`config.mk`:
```
export PLATFORM = sky130hd
export DESIGN_NAME = phase_spike_decoder
export DESIGN_NICKNAME = d
export VERILOG_FILES = /design/src/rtl/phase_spike_decoder.sv
export SDC_FILE = /design/constraint.sdc
export NUM_CORES = 1
export LEC_CHECK = 0
export CAP_MARGIN = 20
export CORE_ASPECT_RATIO = 1.2
export CORE_MARGIN = 2
export CORE_UTILIZATION = 25
export DETAILED_ROUTE_END_ITERATION = 6
export SYNTH_ARGS = -nofsm -noshare
export SYNTH_HDL_FRONTEND = slang
export SYNTH_SLANG_ARGS = --single-unit
export TNS_END_PERCENT = 1
```
`constraint.sdc`:
```
create_clock -name clk -period 2.2 [get_ports clk]
set_clock_uncertainty 0.1 [all_clocks]
set_input_delay 0.33 -clock clk [delete_from_list [all_inputs] [get_ports clk]]
set_output_delay 0.33 -clock clk [all_outputs]
set_load 0.02 [all_outputs]
```
`src/rtl/phase_spike_decoder.sv`:
```
// Gamma phase-code receiver: latches first-spike phase per channel over each
// gamma window and publishes 255-phase intensities on a valid/ready port.

module phase_spike_lane #(
  parameter logic [7:0] NO_SPIKE_VAL = 8'd0
) (
  input  logic       clk,
  input  logic       rst_n,
  input  logic       open,
  input  logic       acq,
  input  logic       spike,
  input  logic [7:0] phase,
  output logic [7:0] val,
  output logic       seen,
  output logic       multi
);
  logic [7:0] cap_q, cap_d;
  logic       seen_q, seen_d;
  logic       multi_q, multi_d;

  always_comb begin
    cap_d   = cap_q;
    seen_d  = seen_q;
    multi_d = multi_q;
    if (open) begin
      // A spike in the cycle_start clock is phase 0 of the new window.
      seen_d  = spike;
      cap_d   = spike ? phase : 8'd0;
      multi_d = 1'b0;
    end else if (acq && spike) begin
      if (seen_q) begin
        multi_d = 1'b1;
      end else begin
        seen_d = 1'b1;
        cap_d  = phase;
      end
    end
  end

  always_ff @(posedge clk or negedge rst_n) begin
    if (!rst_n) begin
      cap_q   <= 8'd0;
      seen_q  <= 1'b0;
      multi_q <= 1'b0;
    end else begin
      cap_q   <= cap_d;
      seen_q  <= seen_d;
      multi_q <= multi_d;
    end
  end

  assign val   = seen_q ? (8'd255 - cap_q) : NO_SPIKE_VAL;
  assign seen  = seen_q;
  assign multi = multi_q;
endmodule

module phase_spike_decoder #(
  parameter int         N_CH         = 4,
  parameter logic [7:0] NO_SPIKE_VAL = 8'd0
) (
  input  logic              clk,
  input  logic              rst_n,
  input  logic [7:0]        phase_in,
  input  logic              cycle_start,
  input  logic [N_CH-1:0]   spike_in,
  output logic              out_valid,
  input  logic              out_ready,
  output logic [8*N_CH-1:0] out_data,
  output logic [N_CH-1:0]   out_mask,
  output logic [N_CH-1:0]   out_multi,
  output logic              overflow,
  output logic [7:0]        drop_cnt
);
  typedef enum logic {IDLE, ACQ} state_t;

  state_t                 state_q, state_d;
  logic [N_CH-1:0][7:0]   lane_val;
  logic [N_CH-1:0]        lane_seen, lane_multi;
  logic                   acq, close, load, drop;

  logic                   out_valid_q, out_valid_d;
  logic [N_CH-1:0][7:0]   out_data_q, out_data_d;
  logic [N_CH-1:0]        out_mask_q, out_mask_d;
  logic [N_CH-1:0]        out_multi_q, out_multi_d;
  logic                   overflow_q, overflow_d;
  logic [7:0]             drop_cnt_q, drop_cnt_d;

  assign acq   = (state_q == ACQ);
  assign close = acq && cycle_start;
  // A pending word that is being accepted this edge frees the slot.
  assign load  = close && (!out_valid_q || out_ready);
  assign drop  = close && out_valid_q && !out_ready;

  genvar k;
  generate
    for (k = 0; k < N_CH; k++) begin : g_lane
      phase_spike_lane #(.NO_SPIKE_VAL(NO_SPIKE_VAL)) u_lane (
        .clk   (clk),
        .rst_n (rst_n),
        .open  (cycle_start),
        .acq   (acq),
        .spike (spike_in[k]),
        .phase (phase_in),
        .val   (lane_val[k]),
        .seen  (lane_seen[k]),
        .multi (lane_multi[k])
      );
    end
  endgenerate

  always_comb begin
    state_d     = cycle_start ? ACQ : state_q;
    out_valid_d = out_valid_q;
    out_data_d  = out_data_q;
    out_mask_d  = out_mask_q;
    out_multi_d = out_multi_q;
    overflow_d  = drop;
    drop_cnt_d  = drop_cnt_q;
    if (load) begin
      out_valid_d = 1'b1;
      out_data_d  = lane_val;
      out_mask_d  = lane_seen;
      out_multi_d = lane_multi;
    end else if (out_valid_q && out_ready) begin
      out_valid_d = 1'b0;
    end
    if (drop && (drop_cnt_q != 8'hFF)) drop_cnt_d = drop_cnt_q + 8'd1;
  end

  always_ff @(posedge clk or negedge rst_n) begin
    if (!rst_n) begin
      state_q     <= IDLE;
      out_valid_q <= 1'b0;
      out_data_q  <= '0;
      out_mask_q  <= '0;
      out_multi_q <= '0;
      overflow_q  <= 1'b0;
      drop_cnt_q  <= 8'd0;
    end else begin
      state_q     <= state_d;
      out_valid_q <= out_valid_d;
      out_data_q  <= out_data_d;
      out_mask_q  <= out_mask_d;
      out_multi_q <= out_multi_d;
      overflow_q  <= overflow_d;
      drop_cnt_q  <= drop_cnt_d;
    end
  end

  assign out_valid = out_valid_q;
  assign out_data  = out_data_q;
  assign out_mask  = out_mask_q;
  assign out_multi = out_multi_q;
  assign overflow  = overflow_q;
  assign drop_cnt  = drop_cnt_q;
endmodule
```
==> results.py, run 1 <==
metrics = {
    "power_and_ir_drop": {
        "p_sw_mw": 1.41,
        "sequentialPowerShare": 0.451,
        "power_mw": 4.72,
        "switching_share": 0.298,
        "p_leak_nw": 2.02,
        "internal_power_mw": 3.32,
        "ir_drop_mv": 0.407,
        "p_comb_frac": 0.252,
        "power_frac_clock": 0.296,
        "powerDensity_nw_per_um2": 982,
    },
    "critical_path": {
        "start_kind": "flop",
        "critPathArrivalTime_ns": 1.42,
        "r2r-start": "drop_cnt[0]",
        "ff2ff_path_depth": 4,
        "crit_buf_inv": 1,
        "slowest_stage": "clkdlybuf4s50_1",
        "cp_cell_sequence": "clkdlybuf4s50_1",
        "crit_fanout": 7,
        "worstReg2RegEnd": "drop_cnt[1]",
        "cp_top_family": "buffers and inverters",
        "rrSetupSlack_ns": 0.56,
        "crit_type": "reg2out",
        "required_ns": 1.77,
        "end_kind": "output pin",
        "critPathMaxStageDelay_ns": 0.64,
    },
    "floorplan": {
        "rows": 48,
        "start_util": 0.255,
        "die_area_um2": 15700,
        "ios": 66,
        "fp.dieH_um": 137,
        "fp.coreArea_um2": 14400,
        "die_w_um": 115,
    },
    "cells_and_area": {
        "fillers": 1455,
        "fin_nets": 357,
        "final_cell_area_um2": 4810,
        "antennaDiodeCount": 0,
        "final_common_cell": "dfrtp_1",
        "area_growth_pct": 30.8,
        "mostFrequentLayoutCells": "dfrtp_1, clkdlybuf4s50_1, mux2_2",
        "final_cells": 519,
        "layout-drive-gt1-share": 0.209,
    },
    "place": {
        "dp.cells": 503,
        "dp_hpwl_um": 5780,
        "gp_congestion": 0.700,
        "port_buffers": 65,
        "placedInstanceArea_um2": 4530,
    },
    "synthesis": {
        "async_reset_ff_frac": 1.00,
        "syn_inst": 266,
        "syn_nets": 283,
        "synth_enable_flop_cells": 0,
        "synthesis.area_um2": 3680,
        "synthFlopType": "dfrtp_1",
        "synth_adder_area_share": 0.00340,
        "synth_top_cell_area_share": 0.619,
        "ys.warnings.count": 0,
        "avgSynthCellArea_um2": 13.8,
        "synthXorXnorAreaFrac": 0.00715,
        "yosys.area.top_type": "dfrtp_1",
        "synth.top_cells.by_area": "dfrtp_1, mux2_2, a22o_1, nor2_1, a31oi_4",
        "synth-compound-area-share": 0.140,
        "synth_top_family_by_area": "compound AO/OA/AOI/OAI gates",
        "synth_mux_area_frac": 0.135,
        "yosysUniqueCellTypes": 35,
        "synth_simple_gate_area_frac": 0.0691,
        "ys_seq_area_frac": 0.619,
        "ys_ff_latch": 91,
    },
    "clock_network": {
        "clkTransAtPathRegs_ns": 0.06,
        "clk_latency_ns": 0.33,
        "cts_resized": 0,
        "numCtsBuffers": 9,
        "cts_hold_buf": 1,
        "cts_num_sinks": 91,
        "htreeDepth": 3,
        "cts_buffer_depth": 2,
        "post_cts_buffers": 0,
        "clock-root-buffer": "clkbuf_16",
        "cts_tree": "built",
    },
    "timing": {
        "max_freq_mhz": 541,
        "rsz0062_at_grt": "no",
        "finalCritPeriodShare": 0.841,
        "fin_crit_ns": 1.85,
        "fin_setup_tns_ns": 0,
        "slew_viol_final": 0,
        "slew_headroom": 0.625,
        "setup_violations": 0,
        "worstMarginPinSlew_ns": 0.562,
        "hold_violations": 0,
    },
    "route": {
        "drcViolationCount": 0,
        "wl_per_cell_um": 16.1,
        "drtPass1Iterations": 4,
        "dr.first_iter.drc_count": 137,
        "vias": 2401,
        "via_per_inst": 4.63,
        "ant_nets": 0,
        "drt_wl_total_um": 8350,
    },
    "global_routing": {
        "grt_max_degree": 43,
        "grt.total_usage": 0.116,
        "grt_pass1_vias": 2586,
        "grt-ovfl-total": 0,
        "antenna_found_initial": 0,
        "grt_pass1_wl_um": 13700,
    },
    "min_path": {
        "hold_path.class": "reg2reg",
        "hold_path_end": "g_lane[0].u_lane.multi",
        "hold_depth": 2,
        "min_from": "g_lane[0].u_lane.multi",
    },
    "run": {
        "drv_cap": 0,
    },
    "status": {
        "status": "finished, final reports clean",
    },
}
cell families (layout without fill, tap and decap cells):
group / count (synthesis) / after routing
flip-flops: 91 / 91
AND/OR/NAND/NOR: 57 / 57
AO/OA/AOI/OAI: 55 / 55
multiplexers: 44 / 44
buffers and inverters: 15 / 93
XOR/XNOR: 3 / 3
adder cells (fa/ha/maj): 1 / 1
power groups by stage:
| stage | clock, mW | sequential, mW | combinational, mW |
|---|---|---|---|
| 2_1_floorplan | 0 | 2.37 | 0.384 |
| 3_3_place_gp | 0 | 2.16 | 1.19 |
| 3_5_place_dp | 0 | 2.17 | 1.21 |
| 4_1_cts | 1.45 | 2.14 | 1.22 |
| 5_1_grt | 1.52 | 2.18 | 1.28 |
| 6_report | 1.40 | 2.13 | 1.19 |
worst reg2reg max path, stage by stage (launching register included):
cell and delay, ns:
dfrtp_1 0.41, ha_1 0.21, nand3_1 0.23, o21ai_2 0.24
mux2_2 0.35
synth_stat cells (4+ instances only):
| cell | instances |
|---|---|
| a22o_1 | 32 |
| o2bb2ai_1 | 4 |
| buf_6 | 5 |
| a31oi_1 | 4 |
| a31oi_4 | 4 |
| dfrtp_1 | 91 |
| nor2_1 | 37 |
| mux2_2 | 42 |
| nor2b_1 | 4 |
| nand2_1 | 4 |
| clkinv_1 | 4 |
how the worst max path moves through the flow:
| stage | startpoint | to | slack [ns] | cells after the start |
|---|---|---|---|---|
| 2_1_floorplan | drop_cnt[0] | drop_cnt[1] | 0.56 | 4 |
| 3_3_place_gp | cycle_start | out_data[14] | 0.27 | 5 |
| 3_5_place_dp | cycle_start | out_data[11] | 0.26 | 5 |
| 4_1_cts | drop_cnt[4] | drop_cnt[4] | 0.32 | 1 |
| 5_1_grt | drop_cnt[4] | drop_cnt[4] | 0.29 | 1 |
| 6_report | drop_cnt[4] | drop_cnt[4] | 0.35 | 1 |
layout make-up:
cell class	instances	area, um2	area share
multi-input combinational	160	1300	0.270
clock buffer	9	225	0.0468
inverter	7	26.3	0.00546
sequential	91	2280	0.473
timing repair buffer	71	721	0.150
tap	175	219	0.0455
clock inverter	6	41.3	0.00858
sequential cells by signal (all words and copies together) (netlist names):
| register | count |
|---|---|
| drop_cnt | 8 |
| g_lane.u_lane.multi | 4 |
| out_mask | 4 |
| out_multi | 4 |
| g_lane.u_lane.seen | 4 |
| out_data | 32 |
| out_valid | 1 |
| acq | 1 |
| overflow | 1 |
| g_lane.u_lane.cap_q | 32 |
metal layers:
metal | track usage | wire, um
met1 | 0.154 | 3760
met2 | 0.186 | 4060
met3 | 0.0306 | 419
met4 | 0.0335 | 107
met5 | 0 | 0
per-stage QoR:
stage          setup WS, ns  utilization  hold WS (ns)
6_report              0.350        0.334         0.392
2_1_floorplan         0.555            -       -0.0656
4_1_cts               0.321        0.334         0.401
5_1_grt               0.286        0.334         0.414
3_3_place_gp          0.269        0.315         0.243
3_5_place_dp          0.261        0.315         0.259
(Power assumes the default switching activity.)
==> run 2, diff against run 1 <==
- clock period: 2.2 -> 1.85 ns (I/O delays scaled with it)
==> run 2 against run 1 <==
Sequential share of layout area is 1.2 points lower. Global-route usage fell by 0.21 points. Worst setup slack worse by 0.29 ns. Non-clock buffer count is 5 higher. Utilization increased by 0.90 points. Routed wire length grew 1.1%. Hold slack worse by 0.077 ns. Critical path depth unchanged. Register-to-register slack lost 0.35 ns. Clock-buffer cell count did not move. Largest cell class unchanged. Largest power group unchanged.
==> results.py, run 2 (synthesized netlist as in run 1, its figures left out) <==
metrics = {
    "global_routing": {
        "grt-ovfl-total": 0,
        "grt_pass1_wl_um": 13500,
        "grt_pass1_vias": 2499,
        "use_met2": 0.184,
        "grtUsageMet1": 0.147,
        "grt_max_degree": 39,
        "antenna_found_initial": 0,
        "busiest_layer": "met2",
        "grtUsageMet3": 0.0244,
        "grt.total_usage": 0.114,
    },
    "cells_and_area": {
        "layout-drive-gt1-share": 0.223,
        "mostFrequentLayoutCells": "dfrtp_1, clkdlybuf4s50_1, mux2_2",
        "final_common_cell": "dfrtp_1",
        "fillers": 1421,
        "area_growth_pct": 34.4,
        "antennaDiodeCount": 0,
        "multiInputGateArea_um2": 1300,
        "final_cells": 525,
        "postLayoutCoreUtil": 0.343,
        "final_cell_area_um2": 4940,
        "seqCellArea_um2": 2280,
        "fin_nets": 362,
    },
    "critical_path": {
        "crit_fanout": 6,
        "r2r-start": "drop_cnt[0]",
        "crit_type": "reg2out",
        "cp_top_family": "buffers and inverters",
        "crit_buf_inv": 1,
        "setup.worst_path.start": "drop_cnt[7]",
        "end_kind": "output pin",
        "worstReg2RegEnd": "drop_cnt[1]",
        "start_kind": "flop",
        "required_ns": 1.47,
        "cp_cell_sequence": "clkdlybuf4s50_1",
        "critPathMaxStageDelay_ns": 0.64,
        "rrSetupSlack_ns": 0.21,
        "slowest_stage": "clkdlybuf4s50_1",
        "ff2ff_path_depth": 4,
        "critPathArrivalTime_ns": 1.41,
    },
    "clock_network": {
        "cts_num_sinks": 91,
        "clkTransAtPathRegs_ns": 0.07,
        "numCtsBuffers": 9,
        "clock-root-buffer": "clkbuf_16",
        "clk_latency_ns": 0.33,
        "post_cts_buffers": 0,
        "cts_tree": "built",
        "cts_buffer_depth": 2,
        "htreeDepth": 3,
    },
    "timing": {
        "finalCritPeriodShare": 0.966,
        "slew_headroom": 0.704,
        "hold_ws_ns": 0.315,
        "rsz0062_at_grt": "no",
        "hold_violations": 0,
        "fin_crit_ns": 1.79,
        "setup_violations": 0,
        "worstMarginPinSlew_ns": 0.444,
        "max_freq_mhz": 560,
        "slew_viol_final": 0,
    },
    "floorplan": {
        "fp.dieH_um": 137,
        "die_area_um2": 15700,
        "rows": 48,
        "start_util": 0.255,
        "die_w_um": 115,
        "ios": 66,
        "fp.coreArea_um2": 14400,
    },
    "route": {
        "ant_nets": 0,
        "drt_wl_total_um": 8440,
        "dr.first_iter.drc_count": 146,
        "drcViolationCount": 0,
        "drtPass1Iterations": 6,
        "vias": 2425,
        "via_per_inst": 4.62,
        "wl_per_cell_um": 16.1,
    },
    "power_and_ir_drop": {
        "p_leak_nw": 2.10,
        "ir_drop_mv": 0.502,
        "powerDensity_nw_per_um2": 1220,
    },
    "place": {
        "dp.cells": 508,
        "dp_hpwl_um": 5980,
        "placedInstanceArea_um2": 4580,
        "port_buffers": 65,
        "gp_congestion": 0.721,
    },
    "run": {
        "drv_cap": 0,
    },
    "min_path": {
        "hold_path.class": "in2async",
    },
    "status": {
        "status": "finished, final reports clean",
    },
}
-- run 2: cell types whose count changed in the layout (fill, tap and decap cells not counted), moves of 2 or more --
cell	delta
dlymetal6s2s_1	+2
buf_4	+4
clkdlybuf4s50_1	-2
bufinv_16	+3
-- run 2: metal layers --
layer	up-vias	part of all wire	routed length [um]
li1	1126	-	-
met3	11	0.037	314
met1	1231	0.46	3850
met4	0	0.019	160
met2	57	0.49	4120
met5	-	0	0
-- run 2: how the worst max path moves through the flow --
stage / endpoint / slack [ns] / cells after the start
2_1_floorplan: drop_cnt[1] / 0.21 / 4
3_3_place_gp: out_data[13] / -0.03 / 5
3_5_place_dp: out_data[6] / -0.04 / 5
4_1_cts: drop_cnt[4] / 0.03 / 1
5_1_grt: drop_cnt[7] / 0.001 / 1
6_report: drop_cnt[7] / 0.06 / 1
-- run 2: timing repair --
action | CTS | global route
endpoints found under the setup margin | 0 | 2
gates resized for setup | 0 | 2
hold buffers | 1 | 0
endpoints found under the hold margin | 30 | 0
-- run 2: area by class of cell --
class | count | area share
inverters | 7 | 0.00532
clock inverters | 7 | 0.0236
well taps | 175 | 0.0443
multi-input cells | 160 | 0.263
clock buffers | 9 | 0.0456
repair buffers | 76 | 0.157
flip-flops and latches | 91 | 0.461
-- run 2: worst register-to-register path, stage by stage, from the launching register on --
cell and delay (ns):
dfrtp_1 0.41, ha_1 0.21, nand3_1 0.22, o21ai_2 0.24
mux2_2 0.35
-- run 2: report_power, final --
part	switching, mW	internal (mW)	leakage [nW]
Combinational	0.689	0.740	0.824
Clock	0.763	1.32	0.165
Sequential	0.224	2.31	1.11
Total	1.68	4.36	2.10
-- run 2: through the flow --
step,TNS (ns),setup slack [ns],power (mW)
6_report,0,0.0638,6.04
5_1_grt,0,0.00125,6.33
4_1_cts,0,0.0316,6.14
3_5_place_dp,-0.706,-0.0395,4.03
3_3_place_gp,-0.864,-0.0325,4.00
2_1_floorplan,0,0.205,3.28
==> patch 1, RTL diff (settings of run 2) <==
`N_CH`: 4 -> 2.
--- a/src/rtl/phase_spike_decoder.sv
+++ b/src/rtl/phase_spike_decoder.sv
@@ -56,5 +56,5 @@
 
 module phase_spike_decoder #(
-  parameter int         N_CH         = 4,
+  parameter int         N_CH         = 2,
   parameter logic [7:0] NO_SPIKE_VAL = 8'd0
 ) (
Ports: changed (resized out_data, out_mask, out_multi and spike_in); port bits go from 66 to 44. No check against the original RTL was run, so the function may have changed too.
==> patch 1 against run 2 <==
Non-clock buffer count fell by 21. Count of clock-buffer cells in the layout fell by 3. Synthesized area fell by 45%. Routed wire length fell by 47%. Sequential cell count fell by 40. Register-to-register slack got worse by 0.09 ns. Final area fell by 44%. Maximum frequency rose by 0.36%. First-iteration DRC count fell by 32%. Worst setup slack improved by 0.0065 ns. Combinational power fell by 44%. Total power fell by 50%. Core utilization rose by 1.3 points. Highest routed layer unchanged.
==> patch 1: results (changes against run 2) <==
metric	value	unit	change
first-pass iteration count of the detailed router	4		-2
H-tree Lvls	2		-1
Tightest Hold Check Type	reg -> reg		
Worst Reg-to-Reg Cells	5		+1
LEAKAGE	1.208	nW	-43%
placed insts	304		-40%
Flop pwr share	46.7	%	+4.8 points
Max FO, Critical Path	3		-3
number of remaining DRC errors	0		unchanged
Num CTS Buffers	5		-4
Vias/cell	4.511		-2.3%
Sw Ratio	29.91	%	+2.2 points
Cell Area, Placed	2619	um2	-43%
Tot GR Track Use	11.26	%	-0.11 points
Peak VDD IR	0.3376	mV	-33%
Metal-1 WL	2077	um	-46%
clock tree root buffer cell	clkbuf_8		
routed wl met2	2129	um	-48%
Synth Net Count	184		-35%
met3 Use GR	2.722	%	+0.29 points
largest net degree at the start of global routing	52		+33%
gpl congestion	0.7467		+3.6%
layout cells sized above 1	12.67	%	-9.6 points
outcome	complete, no violations		
initial drt markers	99		-32%
met2 usage	16.64	%	-1.8 points
Reg clk slew, reported paths	0.10	ns	+0.03 ns
Min Hold Slack	0.3621	ns	+0.04682 ns
sequential area share after synthesis	63.12	%	+1.2 points
r2r setup slk	0.12	ns	-0.09 ns
CP Data Arrival Time	1.40	ns	
wire length on met3	172	um	-45%
worst-skew pair later-pin latency	0.31	ns	-0.02 ns
number of global-route vias before repair	1492		-40%
Worst slew margin	50.27	%	-20 points
DP HPWL	3149	um	-47%
DR WL/cell	14.32	um	-11%
comb pwr	0.000795	W	-44%
GR Util met1	15.45	%	+0.76 points
# fillers	759		-47%
total number of vias	1412		-42%
Post-synth top cells	dfrtp_1, nand2_1, a22o_1, o31ai_1		
PortBufs	43		-34%
dominant cells by area after synthesis	dfrtp_1, a22o_1, nand2_1		
reg-to-reg critical path startpoint	drop_cnt[1]		
patch 1: changes by cell type after synthesis, moves of 4 or more:
| cell | run 2 | this run |
|---|---|---|
| clkbuf_1 | 1 | 5 |
| o31ai_1 | 0 | 16 |
| a22o_1 | 32 | 16 |
| a31oi_4 | 4 | 0 |
| nor2_1 | 37 | 5 |
| nand2_1 | 4 | 32 |
| mux2_2 | 42 | 1 |
| clkinv_1 | 4 | 0 |
| buf_6 | 5 | 0 |
| dfrtp_1 | 91 | 51 |
patch 1: final cells by class:
type / instances / area, um2 / share of cell area, %
Clock buffer: 6 / 82.58 / 2.995
Clock inverter: 2 / 38.79 / 1.407
Inverter: 2 / 7.507 / 0.2722
Multi-Input combinational cell: 105 / 689.4 / 25.00
Sequential cell: 51 / 1279 / 46.37
Tap cell: 92 / 115.1 / 4.174
Timing Repair Buffer: 55 / 545.5 / 19.78
patch 1: kinds of logic (layout without fill, tap and decap cells):
logic type      after synthesis  after routing  synth area share [%]
compound gates               44             44                 16.77
simple gates                 53             53                 12.75
fa+ha+maj                     1              1                0.6187
mux                           6              6                 3.280
xor+xnor                      1              1                0.4332
flops                        51             51                 63.12
buf+inv                      13             65                 3.032
patch 1: worst max path at each step:
stage	depth (start not counted)	end	startpoint	slack, ns
after detailed placement	5	drop_cnt[7]	cycle_start	-0.04
after floorplan	5	drop_cnt[1]	drop_cnt[0]	0.07
after global placement	5	g_lane[0].u_lane.cap_q[0]	cycle_start	-0.04
final	2	drop_cnt[0]	drop_cnt[0]	0.07
after CTS	1	drop_cnt[2]	drop_cnt[2]	0.04
after global routing	5	drop_cnt[1]	drop_cnt[1]	0.01
patch 1: critical path, stage by stage (launching register included):
cell and delay (ns):
dfrtp_2 0.37, buf_4 0.13, clkdlybuf4s50_1 0.60
==> patch 2, RTL diff (settings of run 2) <==
Made on the original files. Register the output `overflow` once more; this adds one clock of latency there. The other outputs are not delayed to match.
--- a/src/rtl/phase_spike_decoder.sv
+++ b/src/rtl/phase_spike_decoder.sv
@@ -152,5 +152,7 @@
   assign out_mask  = out_mask_q;
   assign out_multi = out_multi_q;
-  assign overflow  = overflow_q;
+  always_ff @(posedge clk) begin
+    overflow <= overflow_q;
+  end
   assign drop_cnt  = drop_cnt_q;
 endmodule
Function: changed (a bounded check fails within 4 cycles, from zero or initial values and one cycle with rst_n low).
==> patch 2 against run 2 <==
Final area grew 0.41%. Global-route usage decreased by 0.11 points. Total power fell by 3.2%. Worst setup slack better by 0.0038 ns. Sequential cell count up 1. Routed wire length fell by 0.78%. Via count decreased by 0.37%. Cell count grew 1.1%. Core utilization increased by 0.14 points. Synthesized area up 0.54%. First-iteration DRC count fell by 47%. Critical path type unchanged. Highest routed layer unchanged.
==> patch 2: results (changes against run 2) <==
metric	value	unit	change
outcome	complete, no violations		
Worst slew margin	64.87	%	-5.5 points
# fillers	1407		-0.99%
gpl congestion	0.7489		+3.9%
number of global-route vias before repair	2665		+6.6%
Vias/cell	4.550		-1.5%
async set-reset flop share out of synthesis	98.91	%	-1.1 points
Synth Net Count	284		+0.35%
max incr delay on CP	0.64	ns	about the same
hold depth	0		
DR WL/cell	15.78	um	-1.9%
syn avg cell area	13.85	um2	+0.17%
Top delay family on crit path	buffers and inverters		
Reg clk slew, reported paths	0.06	ns	
Post-synth top cells	dfrtp_1, mux2_2, nor2_1, a22o_1, buf_6		
Cell Count, Final, Fillers Out	531		+1.1%
Worst Hold Launch	overflow_q		
Final nets	368		+1.7%
final setup vio count	0		unchanged
Max FO, Critical Path	4		-2
Distinct cells, synth	36		+2.9%
Antenna Cells	0		unchanged
placed insts	514		+1.2%
clock tree root buffer cell	clkbuf_16		
hold path endpoint	overflow		
Clock Tree Buf Depth	2		unchanged
DP HPWL	6150	um	+2.9%
Peak VDD IR	0.6391	mV	+27%
LEAKAGE	2.133	nW	+1.4%
initial drt markers	78		-47%
Post-synth EDFFs	0		unchanged
PortBufs	65		unchanged
first-pass iteration count of the detailed router	4		-2
Cell Area, Placed	4642	um2	+1.3%
r2r setup slk	0.20	ns	
dominant cells by area after synthesis	dfrtp_1, mux2_2, a22o_1		
reg-to-reg critical path startpoint	drop_cnt[0]		
final instance area	4961	um2	+0.41%
initial antenna violation count	0		unchanged
CP Data Arrival Time	1.40	ns	
largest net degree at the start of global routing	43		+10%
first-pass GRT wire length	13610	um	+1.2%
Min Hold Slack	0.2448	ns	-0.07045 ns
Worst Reg-to-Reg Cells	4		unchanged
postcts setup bufs	0		unchanged
Reg-to-Reg End	drop_cnt[1]		
Tot GR Track Use	11.26	%	-0.11 points
sequential area share after synthesis	62.13	%	+0.21 points
layout cells sized above 1	23.03	%	+0.75 points
H-tree Lvls	3		unchanged
Tightest Hold Check Type	reg -> reg		
-- patch 2: cell types whose count changed in the layout (fill, tap and decap cells not counted), sizes merged --
cell,before,now
clkinv,7,8
buf,11,16
clkinvlp,1,0
clkbuf,9,11
bufinv,3,1
dfxtp,0,1
-- patch 2: repair_timing --
item	CTS	global route
endpoints found under the setup margin	0	2
hold buffers	1	0
resized for setup	0	2
hold endpoints to repair	36	0
-- patch 2: logic make-up after synthesis --
kind of cell,share of synthesized area [%]
buffers and inverters,2.673
and+or+nand+nor,6.870
adders and majority gates,0.3384
muxes,13.40
AOI/OAI and AO/OA,13.87
xor gates and xnor gates,0.7108
DFF,62.13
-- patch 2: layout make-up --
class / instances / share of cell area, %
Sequential cell: 92 / 46.31
Multi-Input combinational cell: 160 / 26.23
Timing Repair Buffer: 81 / 16.39
Clock buffer: 11 / 4.893
Tap cell: 175 / 4.414
Clock inverter: 5 / 1.236
Inverter: 7 / 0.5296
-- patch 2: worst register-to-register path, stage by stage, from the launching register on --
cell and delay (ns):
dfrtp_1 0.42, ha_1 0.21, nand3_1 0.22, o21ai_2 0.24, mux2_2 0.34
-- patch 2: worst max-delay path by stage --
stage / cells after the start / start / to
6_report: 1 / out_valid / out_valid
3_3_place_gp: 5 / cycle_start / drop_cnt[6]
5_1_grt: 1 / out_valid / out_valid
3_5_place_dp: 5 / cycle_start / drop_cnt[6]
4_1_cts: 1 / drop_cnt[4] / drop_cnt[4]
2_1_floorplan: 4 / drop_cnt[0] / drop_cnt[1]
-- patch 2: metal layers --
| metal | part of all wire (%) | up-vias | GRT usage (%) |
|---|---|---|---|
| met5 | 0 | - | 0 |
| li1 | - | 1140 | - |
| met3 | 6.3 | 10 | 3.520 |
| met4 | 1.6 | 0 | 4.418 |
| met2 | 50 | 53 | 19.12 |
| met1 | 42 | 1213 | 13.27 |
-- patch 2: power breakdown --
group | internal, W | switching (W)
clock network | 0.00109 | 0.000763
registers | 0.00233 | 0.000228
logic | 0.000746 | 0.000691
total | 0.00416 | 0.00168
-- patch 2: stage by stage --
stage                     setup slack, ns  power, W
after floorplan                    0.2054  0.003304
after global placement           -0.09627  0.004027
after detailed placement          -0.1074  0.004057
after CTS                         0.02961  0.005937
after global routing             0.007603  0.006142
final                             0.06758  0.005846
